### src/rtl/phase_sequencer_pkg.sv
// Shared definitions for the phase sequencer: opcode constants used by the decoder too,
// FSM state encoding and the registered strobe bundle. Optional macro: SINGLE_STEP_EN.
package phase_sequencer_pkg;

   localparam logic [4:0] OP_STP  = 5'b00000;
   localparam logic [4:0] OP_LDR  = 5'b01110;
   localparam logic [2:0] OP3_LDA = 3'b110;

`ifdef SINGLE_STEP_EN
   typedef enum logic [2:0] {
      ST_IDLE  = 3'd0,
      ST_FE    = 3'd1,
      ST_E1    = 3'd2,
      ST_E2    = 3'd3,
      ST_HALT  = 3'd4,
      ST_PAUSE = 3'd5
   } state_t;
`else
   typedef enum logic [2:0] {
      ST_IDLE  = 3'd0,
      ST_FE    = 3'd1,
      ST_E1    = 3'd2,
      ST_E2    = 3'd3,
      ST_HALT  = 3'd4
   } state_t;
`endif

   typedef struct packed {
      logic fe;
      logic e1;
      logic e2;
      logic halted;
   } strobes_t;

endpackage

### src/rtl/phase_opclass.sv
// Combinational opcode classifier: flags STP and the opcodes that need a second execute phase.
module phase_opclass
   import phase_sequencer_pkg::*;
(
   input  logic [4:0] op,
   output logic       is_stp,
   output logic       needs_e2
);

   assign is_stp   = (op == OP_STP);
   assign needs_e2 = (op[4:2] == OP3_LDA) || (op == OP_LDR);

endmodule

### src/rtl/phase_sequencer.sv
// Control-phase generator: one-hot fe/e1/e2 strobes, fetch stall timeout, STP halt and
// retired-instruction counter. Optional macro: SINGLE_STEP_EN (step/step_mode ports, PAUSE state).
module phase_sequencer
   import phase_sequencer_pkg::*;
#(
   parameter int CNT_W  = 16,
   parameter int FE_TMO = 15
) (
   input  logic             clk,
   input  logic             reset,
   input  logic [15:0]      instr,
   input  logic             mem_ready,
   input  logic             run,
`ifdef SINGLE_STEP_EN
   input  logic             step,
   input  logic             step_mode,
`endif
   output logic             fe,
   output logic             e1,
   output logic             e2,
   output logic             halted,
   output logic             fetch_timeout,
   output logic [CNT_W-1:0] retired,
   output state_t           phase_state
);

   localparam int TMO_W = (FE_TMO < 2) ? 1 : $clog2(FE_TMO + 1);

   state_t           state, next_state, retire_dest;
   strobes_t         strb, strb_next;
   logic [TMO_W-1:0] stall_cnt;
   logic             is_stp, needs_e2;
   logic             retire, stall, resume;
   logic             unused_instr;

   phase_opclass u_opclass (
      .op       (instr[15:11]),
      .is_stp   (is_stp),
      .needs_e2 (needs_e2)
   );

   assign unused_instr = ^instr[10:0];

   assign retire = ((state == ST_E1) && !is_stp && !needs_e2) || (state == ST_E2);
   assign stall  = (state == ST_FE) && !mem_ready;
   assign resume = (state == ST_HALT) && run;

`ifdef SINGLE_STEP_EN
   assign retire_dest = step_mode ? ST_PAUSE : ST_FE;
`else
   assign retire_dest = ST_FE;
`endif

   // State register; strobes are registered from the next-state decode so they leave flops directly.
   always_ff @(posedge clk) begin
      if (reset) begin
         state <= ST_IDLE;
         strb  <= '0;
      end else begin
         state <= next_state;
         strb  <= strb_next;
      end
   end

   always_comb begin
      next_state = state;
      case (state)
         ST_IDLE: if (run) next_state = ST_FE;
         ST_FE:   if (mem_ready) next_state = ST_E1;
         ST_E1: begin
            if (is_stp)        next_state = ST_HALT;
            else if (needs_e2) next_state = ST_E2;
            else               next_state = retire_dest;
         end
         ST_E2:   next_state = retire_dest;
         ST_HALT: if (run) next_state = ST_FE;
`ifdef SINGLE_STEP_EN
         ST_PAUSE: if (step || !step_mode) next_state = ST_FE;
`endif
         default: next_state = ST_IDLE;
      endcase
   end

   always_comb begin
      strb_next = '0;
      case (next_state)
         ST_FE:   strb_next.fe     = 1'b1;
         ST_E1:   strb_next.e1     = 1'b1;
         ST_E2:   strb_next.e2     = 1'b1;
         ST_HALT: strb_next.halted = 1'b1;
         default: strb_next = '0;
      endcase
   end

   // Stall counter saturates at FE_TMO; the timeout flag sets on the edge the count reaches it.
   always_ff @(posedge clk) begin
      if (reset) begin
         stall_cnt     <= '0;
         fetch_timeout <= 1'b0;
         retired       <= '0;
      end else begin
         if (retire) retired <= retired + CNT_W'(1);
         if (stall) begin
            if (stall_cnt != TMO_W'(FE_TMO)) stall_cnt <= stall_cnt + TMO_W'(1);
         end else begin
            stall_cnt <= '0;
         end
         if (resume)
            fetch_timeout <= 1'b0;
         else if ((FE_TMO != 0) && stall && (stall_cnt == TMO_W'(FE_TMO - 1)))
            fetch_timeout <= 1'b1;
      end
   end

   assign fe          = strb.fe;
   assign e1          = strb.e1;
   assign e2          = strb.e2;
   assign halted      = strb.halted;
   assign phase_state = state;

endmodule

### config.mk
export PLATFORM = sky130hd
export DESIGN_NAME = phase_sequencer
export DESIGN_NICKNAME = d
export VERILOG_FILES = /design/src/rtl/phase_sequencer_pkg.sv /design/src/rtl/phase_opclass.sv /design/src/rtl/phase_sequencer.sv
export SDC_FILE = /design/constraint.sdc
export NUM_CORES = 1
export LEC_CHECK = 0
export ABC_AREA = 1
export CAP_MARGIN = 20
export CORE_ASPECT_RATIO = 1.4
export CORE_MARGIN = 4
export CORE_UTILIZATION = 45
export CTS_BUF_LIST = sky130_fd_sc_hd__clkbuf_8
export DETAILED_ROUTE_END_ITERATION = 8
export GPL_TIMING_DRIVEN = 0
export PLACE_DENSITY = 0.75
export SLEW_MARGIN = 20
export SYNTH_ARGS = -nofsm -noshare
export SYNTH_HDL_FRONTEND = slang
export SYNTH_HIERARCHICAL = 1
export SYNTH_SLANG_ARGS = --single-unit
### constraint.sdc
create_clock -name clk -period 2.7 [get_ports clk]
set_clock_uncertainty 0.15 [all_clocks]
set_input_delay 0.675 -clock clk [delete_from_list [all_inputs] [get_ports clk]]
set_output_delay 0.675 -clock clk [all_outputs]
set_load 0.1 [all_outputs]
==> impl_metrics.csv <==
group,metric,value,unit
run_status,status,"finished, final reports clean",
clock_network,cts_sinks,28,
clock_network,clock_path_buffers,2,
sta,whs,0.313,ns
synth,synth.most_common_cell,"nand2_1",
synth,synthSimpleGateAreaFrac,38.9,%
global_routing,grt_pass1_wl,5.26,mm
sta,setup_viol,0,
route,drtIter0Drc,24,
power,clock_power_share,38.2,%
setup_path,timing.critical_path.buf_inv,1,
route,drt-total-wl,2.95,mm
synth,ys.flop_type,"dfxtp_1",
sta,final.setup.tns,0,ns
power,seqPwrFrac,48.3,%
setup_path,critPathSlowestCell,"clkdlybuf4s50_1",
synth,ys_seq_elements,28,
sta,period_minus_slack,2.66,ns
route,ant_nets,0,
synth,synth_top_family_by_area,"simple AND/OR/NAND/NOR gates",
cells_and_area,nNetsFinal,269,
sta,period_share,98.3,%
setup_path,cp-start-kind,"flip-flop",
placed_design,dp_slack,0.265,ns
synth,synthXorXnorAreaFrac,1.84,%
synth,yosysUniqueCellTypes,26,
synth,synth_area_leader_cell,"dfxtp_1",
placed_design,portBuffers,31,
setup_path,crit_arrival,1.83,ns
sta,finalHoldViolations,0,
cells_and_area,final_area,1870,sq um
clock_network,htreeDepth,1,
power,powerDensity,472,nW/um^2
synth,synthTopCellsByCount,"nand2_1, nor2_1, dfxtp_1",
clock_network,cts_root_buf,"clkbuf_8",
die,die-area,4160,sq um
clock_network,holdBufCountCts,0,
synth,yosys_warnings,6,
die,io_pins,44,
setup_path,worstPathMaxFanout,4,
sta,setup_ws,0.0449,ns
sta,rsz0062_at_grt,"false",
power,intPower,653,uW
sta,worst_pin_slew,0.975,ns
clock_network,numCtsBuffers,3,
global_routing,grt_max_degree,17,
job,maxCapViolCount,0,
power,share_comb_of_total_power,13.5,%
synth,muxShareOfSynthArea,0,%
synth,synth-edff-count,0,
placed_design,dp_hpwl,2.27,mm
sta,slew_violations,0,
die,die_w,55.6,microns
synth,synthAdderAreaFrac,2.62,%
setup_path,path_class,"flip-flop to primary output",
synth,synth-compound-area-share,7.52,%
power,ir_drop,0.000319,V
die,core,2960,sq um
sta,fmax,377,MHz
die,num_rows,23,
cells_and_area,drive_gt1_share,9.80,%
clock_network,post_cts_buffers,0,
setup_path,required,1.88,ns
synth,yosysTopAreaCellShare,39.2,%
die,fp.dieH,74.7,microns
synth,syn_nets,233,
global_routing,overflow,0,
sta,slew-limit-headroom,34.8,%
setup_path,path_cells,"clkdlybuf4s50_1",
setup_path,max_stage_delay,1.15,ns
route,wl_per_cell,10.5,microns
global_routing,grt_pass1_vias,1318,
route,num_vias,1361,
die,initial_core_util,48.2,%
route,via_per_inst,4.83,
synth,syn_area,1430,sq um
cells_and_area,n_fill_cell,297,
global_routing,grt_usage,15.6,%
route,wl_met3,132,microns
cells_and_area,diodes,0,
route,wl_met1,1.36,mm
route,top_layer,"met4",
clock_network,clkTransAtPathRegs,0.10,ns
power,power_switching_share,25.8,%
route,drc,0,
synth,async_reset_ff_share,0,%
global_routing,antenna_found_initial,0,
cells_and_area,utilization,62.9,%
synth,ys_top_cells_by_area,"dfxtp_1, nand2_1, nor2_1, inv_1, nand3_1",
route,dr_wl_met2,1.42,mm
clock_network,cts_tree,"built",
cells_and_area,syn_to_final_growth,30.4,%
setup_path,cpLargestDelayFamily,"buffers and inverters",
hold_path,hold_class,"flip-flop to flip-flop",
synth,syn_inst,210,
synth,synth_area_per_cell,6.81,sq um
placed_design,gp_congestion,0.819,
placed_design,placed_area,1790,sq um
clock_network,clk_latency,0.28,ns
power,p_leak,0.923,nW
synth,yosysSeqAreaShare,39.2,%
route,drt-pass1-iter-count,4,
power,power.switching,227,uW
setup_path,end_kind,"primary output",
[metrics by stage]
stage | power (mW) | instances
2_1_floorplan | 0.521 | 210
3_3_place_gp | 0.555 | 278
3_5_place_dp | 0.556 | 278
4_1_cts | 0.889 | 282
5_1_grt | 0.912 | 282
6_report | 0.881 | 282
[timing repair]
item,4_1_cts,5_1_grt
pin swaps,0,0
setup endpoints to repair,6,6
gates resized for setup,6,6
hold endpoints to repair,0,0
[layout by cell type, fill, tap and decap left out]
| cell type | instances |
|---|---|
| nand2_1 | 49 |
| nor2_1 | 41 |
| dfxtp_1 | 28 |
| inv_1 | 26 |
| clkdlybuf4s50_1 | 19 |
| nand3_1 | 18 |
| a21oi_1 | 12 |
| dlygate4sd2_1 | 6 |
| dlymetal6s2s_1 | 6 |
| nor2_2 | 4 |
| inv_2 | 3 |
| o21ai_0 | 3 |
| ha_1 | 3 |
| clkbuf_8 | 3 |
| buf_2 | 2 |
| a21oi_2 | 2 |
| nand4_1 | 2 |
| buf_6 | 2 |
| nor3_1 | 2 |
| xor2_1 | 2 |
| or2_2 | 2 |
| nor2_8 | 1 |
| nand2_2 | 1 |
| a32oi_1 | 1 |
| nand4_2 | 1 |
| nand2_4 | 1 |
| xnor2_1 | 1 |
| a31oi_1 | 1 |
| bufinv_16 | 1 |
| nor2_4 | 1 |
| nand3b_1 | 1 |
[path summary, 6_finish.rpt]
check             slack, ns  cells past startpoint            end     startpoint
setup / recovery       0.04                      1     retired[3]     retired[3]
hold / removal         0.31                      2  fetch_timeout  fetch_timeout
setup reg to reg       1.14                      8    retired[12]     retired[0]
hold reg to reg        0.31                      2  fetch_timeout  fetch_timeout
[cell type report]
type | instances | area [sq um] | area share (%)
inverter | 29 | 109 | 5.83
clock buffer | 3 | 41.3 | 2.21
sequential | 28 | 561 | 30.0
multi-input combinational | 149 | 728 | 39.0
buffer | 4 | 32.5 | 1.74
clock inverter | 1 | 30.0 | 1.61
tap | 37 | 46.3 | 2.48
timing repair buffer | 31 | 318 | 17.0
[layer usage]
metal / up-vias / global-route usage (%)
met5: - / 0
met4: 0 / 5.41
met3: 5 / 3.43
met2: 25 / 28.7
met1: 600 / 18.0
li1: 731 / -
[registers in the layout, summed over array words and instances (netlist names)]
register       flops
stall_cnt          4
fetch_timeout      1
halted             1
retired           16
phase_state        3
e2                 1
fe                 1
e1                 1
[power groups by stage]
stage	Combinational [mW]	Clock [mW]	Sequential (mW)
floorplan	0.0419	0	0.479
global placement	0.120	0	0.435
detailed placement	0.120	0	0.435
CTS	0.120	0.343	0.426
global route	0.128	0.357	0.427
finish	0.119	0.336	0.426
[logic make-up (layout without fill, tap and decap cells)]
kind of cell / count (synthesis) / after routing
simple gates: 124 / 124
buf+inv: 33 / 68
flops: 28 / 28
compound gates: 19 / 19
fa+ha+maj: 3 / 3
xor+xnor: 3 / 3
(Power assumes the default switching activity.)
==> variant 1: new RTL, config.mk and constraints unchanged <==
Add a define of `SINGLE_STEP_EN`.
--- a/src/rtl/phase_sequencer_pkg.sv
+++ b/src/rtl/phase_sequencer_pkg.sv
@@ -2,2 +2,4 @@
 // FSM state encoding and the registered strobe bundle. Optional macro: SINGLE_STEP_EN.
+`define SINGLE_STEP_EN
+
 package phase_sequencer_pkg;
Ports: changed (added step and step_mode); port bits go from 44 to 46. No check against the original RTL was run, so the function may have changed too.
==> variant 1 against the unedited design <==
Sequential cell count unchanged; synthesized cell count up 6.2%; combinational power up 13%; setup slack better by 14 ps; global-route usage up 0.65 points; final area up 4.8%; critical path type unchanged; synthesized area up 3.6%; total power up 0.93%; first-iteration DRC count up 17%; wire length up 11%; highest routed layer unchanged; fmax up 0.52%; hold slack worse by 9.5 ps.
==> variant 1: results <==
group,metric,value,unit
cells_and_area,diodes,0,
drt,drt_iter0_markers,28,
worst_setup_path,slowest_stage,"clkdlybuf4s50_1",
clocking,cts-root-buf,"clkbuf_8",
worst_hold_path,min_to,"fetch_timeout",
worst_hold_path,hold_depth,2,
clocking,h-tree-depth,1,
drt,dr.pass1.iters,4,
cells_and_area,nFillCells,310,
pwr,peakVddDrop,375,uV
worst_setup_path,reg2reg_from,"retired[0]",
clocking,post_cts_buffers,0,
synth,netlist_top_cells_area,"dfxtp_1 (38%), nand2_1 (13%), nor2_1 (10%)",
place,io_buffers,34,
sta,tightestPinTransition,979,ps
clocking,path_clk_slew,100,ps
cells_and_area,final_nets,287,
worst_setup_path,max_stage_delay,1150,ps
synth,ys_types,25,
global_route,grt_pass1_wl,5.60,mm
synth,ys_seq_area_share,37.8,%
cells_and_area,final_cells,300,
clocking,numCtsBuffers,3,
synth,syn-num-nets,248,
pwr,p_switching,0.230,mW
clocking,cts_buffer_depth,2,
place,hpwl,2.46,mm
clocking,worstSkewPairLatency,270,ps
synth,async_flop_share,0,%
worst_setup_path,cpLargestDelayFamily,"buffers and inverters",
global_route,grt_max_degree,17,
drt,wl_per_cell,11.0,um
worst_hold_path,hp-start,"fetch_timeout",
cells_and_area,largest_reg_flops,16,
worst_hold_path,hold_path_class,"reg2reg",
synth,ys.warnings.count,6,
worst_setup_path,r2r_end,"retired[14]",
synth,syn_area_per_cell,6.64,um^2
drt,vias,1456,
worst_setup_path,rr_worst_depth,8,
cells_and_area,largest-register,"retired",
cells_and_area,drive_above_1_share,6.90,%
worst_setup_path,reg2reg_slack,1130,ps
status,status,"finished clean",
global_route,grt_pass1_vias,1329,
synth,synth_common_cells,"nand2_1 (52), nor2_1 (40), dfxtp_1 (28)",
place,gp_congestion,0.819,
pwr,p_leak,0.993,nW
global_route,grt_use_total,16.3,%
worst_setup_path,critPathLaunch,"retired[13]",
sta,fin_hold_ws,304,ps
global_route,antenna_found_initial,0,
place,pre_cts_ws,250,ps
variant 1: layout make-up:
class	count	area share (%)
Buffer	3	1.54
Clock buffer	3	2.11
Clock inverter	1	1.54
Inverter	29	5.57
Multi-Input combinational cell	163	40.0
Sequential cell	28	28.7
Tap cell	39	2.50
Timing Repair Buffer	34	18.1
variant 1: worst reg2reg max path, stage by stage (launching register included):
cell and delay, ps:
dfxtp_1 400, ha_1 220, nand2_1 100, nor2_2 200, nand2_1 100, nor2_1 130
nand3_1 80, nand2_1 60, nor2_1 40
variant 1: worst max-delay path by stage:
stage,to,slack [ps],cells past startpoint
2_1_floorplan,retired[14],470,8
3_3_place_gp,retired[8],260,1
3_5_place_dp,retired[8],250,1
4_1_cts,retired[5],2,1
5_1_grt,retired[13],-7,1
6_report,retired[13],60,1
variant 1: routing by layer:
metal  share of wire, %  track usage [%]  up-vias
li1                   -                -      780
met1                 44             19.5      646
met2                 52             29.6       28
met3                3.8             2.37        2
met4               0.58             5.80        0
met5                  0                0        -
variant 1: power groups by stage:
| stage | combinational, mW | sequential (mW) | clock [mW] |
|---|---|---|---|
| 6_report | 0.135 | 0.427 | 0.327 |
| 5_1_grt | 0.146 | 0.428 | 0.356 |
| 4_1_cts | 0.136 | 0.427 | 0.338 |
| 3_5_place_dp | 0.136 | 0.436 | 0 |
| 3_3_place_gp | 0.136 | 0.437 | 0 |
| 2_1_floorplan | 0.0457 | 0.484 | 0 |
variant 1: logic make-up after synthesis:
logic type | synth area share (%)
AO/OA/AOI/OAI | 8.28
XOR/XNOR | 2.37
adder cells (fa/ha/maj) | 2.53
buffers and inverters | 9.37
flip-flops | 37.8
AND/OR/NAND/NOR | 39.6
variant 1: through the flow:
step	total power, mW	area [um^2]
2_1_floorplan	0.530	1480
3_3_place_gp	0.572	1870
3_5_place_dp	0.573	1870
4_1_cts	0.901	1930
5_1_grt	0.930	1950
6_report	0.889	1950
variant 1: timing repair:
item / in CTS / in global routing
setup endpoints to repair: 6 / 8
resized for setup: 6 / 8
hold endpoints to repair: 0 / 0
==> variant 2: new RTL, same flow settings <==
Without the edit above. Make the reset (`reset`) asynchronous in 2 clocked blocks.
--- a/src/rtl/phase_sequencer.sv
+++ b/src/rtl/phase_sequencer.sv
@@ -54,3 +54,3 @@
    // State register; strobes are registered from the next-state decode so they leave flops directly.
-   always_ff @(posedge clk) begin
+   always_ff @(posedge clk or posedge reset) begin
       if (reset) begin
@@ -95,3 +95,3 @@
    // Stall counter saturates at FE_TMO; the timeout flag sets on the edge the count reaches it.
-   always_ff @(posedge clk) begin
+   always_ff @(posedge clk or posedge reset) begin
       if (reset) begin
Behaviour: differs if reset is asserted again (counterexample within 4 cycles, from zero or initial values and one cycle with reset high); with reset held inactive, the same outputs for 10 cycles.
==> variant 2 against the unedited design <==
First-iteration DRC count rose by 50%; final area rose by 2.6%; sequential cell count did not move; setup slack improved by 14 ps; synthesized area rose by 3.7%; wire length fell by 3.4%; critical path type unchanged; largest cell class is now sequential cells; highest routed layer unchanged.
Power is not compared: it rests on default switching activity, and its combinational part moved more than twofold at a synthesized area within 25%.
==> variant 2: results <==
group,metric,value,unit
synth,synth_ff_type,"dfrtp_1",
drt,drt_iter0_markers,36,
synth,async_flop_share,100,%
synth,syn-num-nets,208,
clocking,path_clk_slew,90,ps
cells_and_area,drive_above_1_share,5.91,%
drt,wl_met1,1.16,mm
global_route,grt_use_total,14.4,%
synth,netlist_top_cells_area,"dfrtp_1 (47%), nand2_1 (15%), nor2_1 (6.1%)",
synth,yosys.area_share.xor_xnor,6.41,%
worst_setup_path,critPathLaunch,"retired[12]",
worst_setup_path,cpLargestDelayFamily,"buffers and inverters",
status,status,"finished clean",
synth,synthAdderAreaFrac,2.53,%
global_route,grt_max_degree,29,
synth,synth-edff-count,0,
drt,vias,1283,
sta,tightestPinTransition,988,ps
drt,wl,2.85,mm
global_route,use_met1,15.9,%
synth,synth_compound_area_share,4.39,%
place,placed_cell_area,1850,um^2
synth,ys_seq_area_share,47.3,%
worst_hold_path,hp-start,"retired[15]",
global_route,use_met2,26.7,%
synth,synth_top_area_share,47.3,%
synth,ys_types,23,
worst_hold_path,min_to,"retired[15]",
pwr,power.total,1.69,mW
synth,synth_common_cells,"nand2_1 (59), dfrtp_1 (28), nor2_1 (24)",
worst_setup_path,r2r_end,"retired[12]",
global_route,grt_pass1_wl,5.11,mm
worst_setup_path,reg2reg_from,"retired[0]",
global_route,use_met3,2.72,%
cells_and_area,final_nets,245,
worst_setup_path,reg2reg_slack,960,ps
drt,wl_met3,154,um
worst_setup_path,crit_end,"retired[12]",
drt,wl_met2,1.50,mm
## variant 2: cell count changes in the layout (fill, tap and decap cells not counted), moves of 5 or more
cell            unedited run  this run
dfxtp_1                   28         0
dfrtp_1                    0        28
xnor2_1                    1         7
nor2_1                    41        24
inv_1                     26        19
dlymetal6s2s_1             6        11
a21oi_1                   12         3
nand2_1                   49        59
## variant 2: final cells by class
type	instances	area, um^2
fill	289	1240
sequential	28	701
multi-input combinational	133	677
timing repair buffer	32	342
inverter	22	82.6
tap	39	48.8
clock buffer	3	41.3
buffer	2	22.5
## variant 2: timing repair
action,in CTS,in global routing
setup buffers,0,0
resized for setup,5,11
hold buffers,0,0
endpoints found under the setup margin,5,11
## variant 2: stage by stage
step | util [%] | std cells | worst slack, ps | hold WS [ps]
after floorplan | - | 185 | 405 | 408
after global placement | 58.7 | 256 | 242 | 333
after detailed placement | 58.7 | 256 | 254 | 340
after CTS | 59.8 | 259 | 0.656 | 363
after global routing | 60.7 | 259 | 7.22 | 390
final | 60.7 | 259 | 59.2 | 366
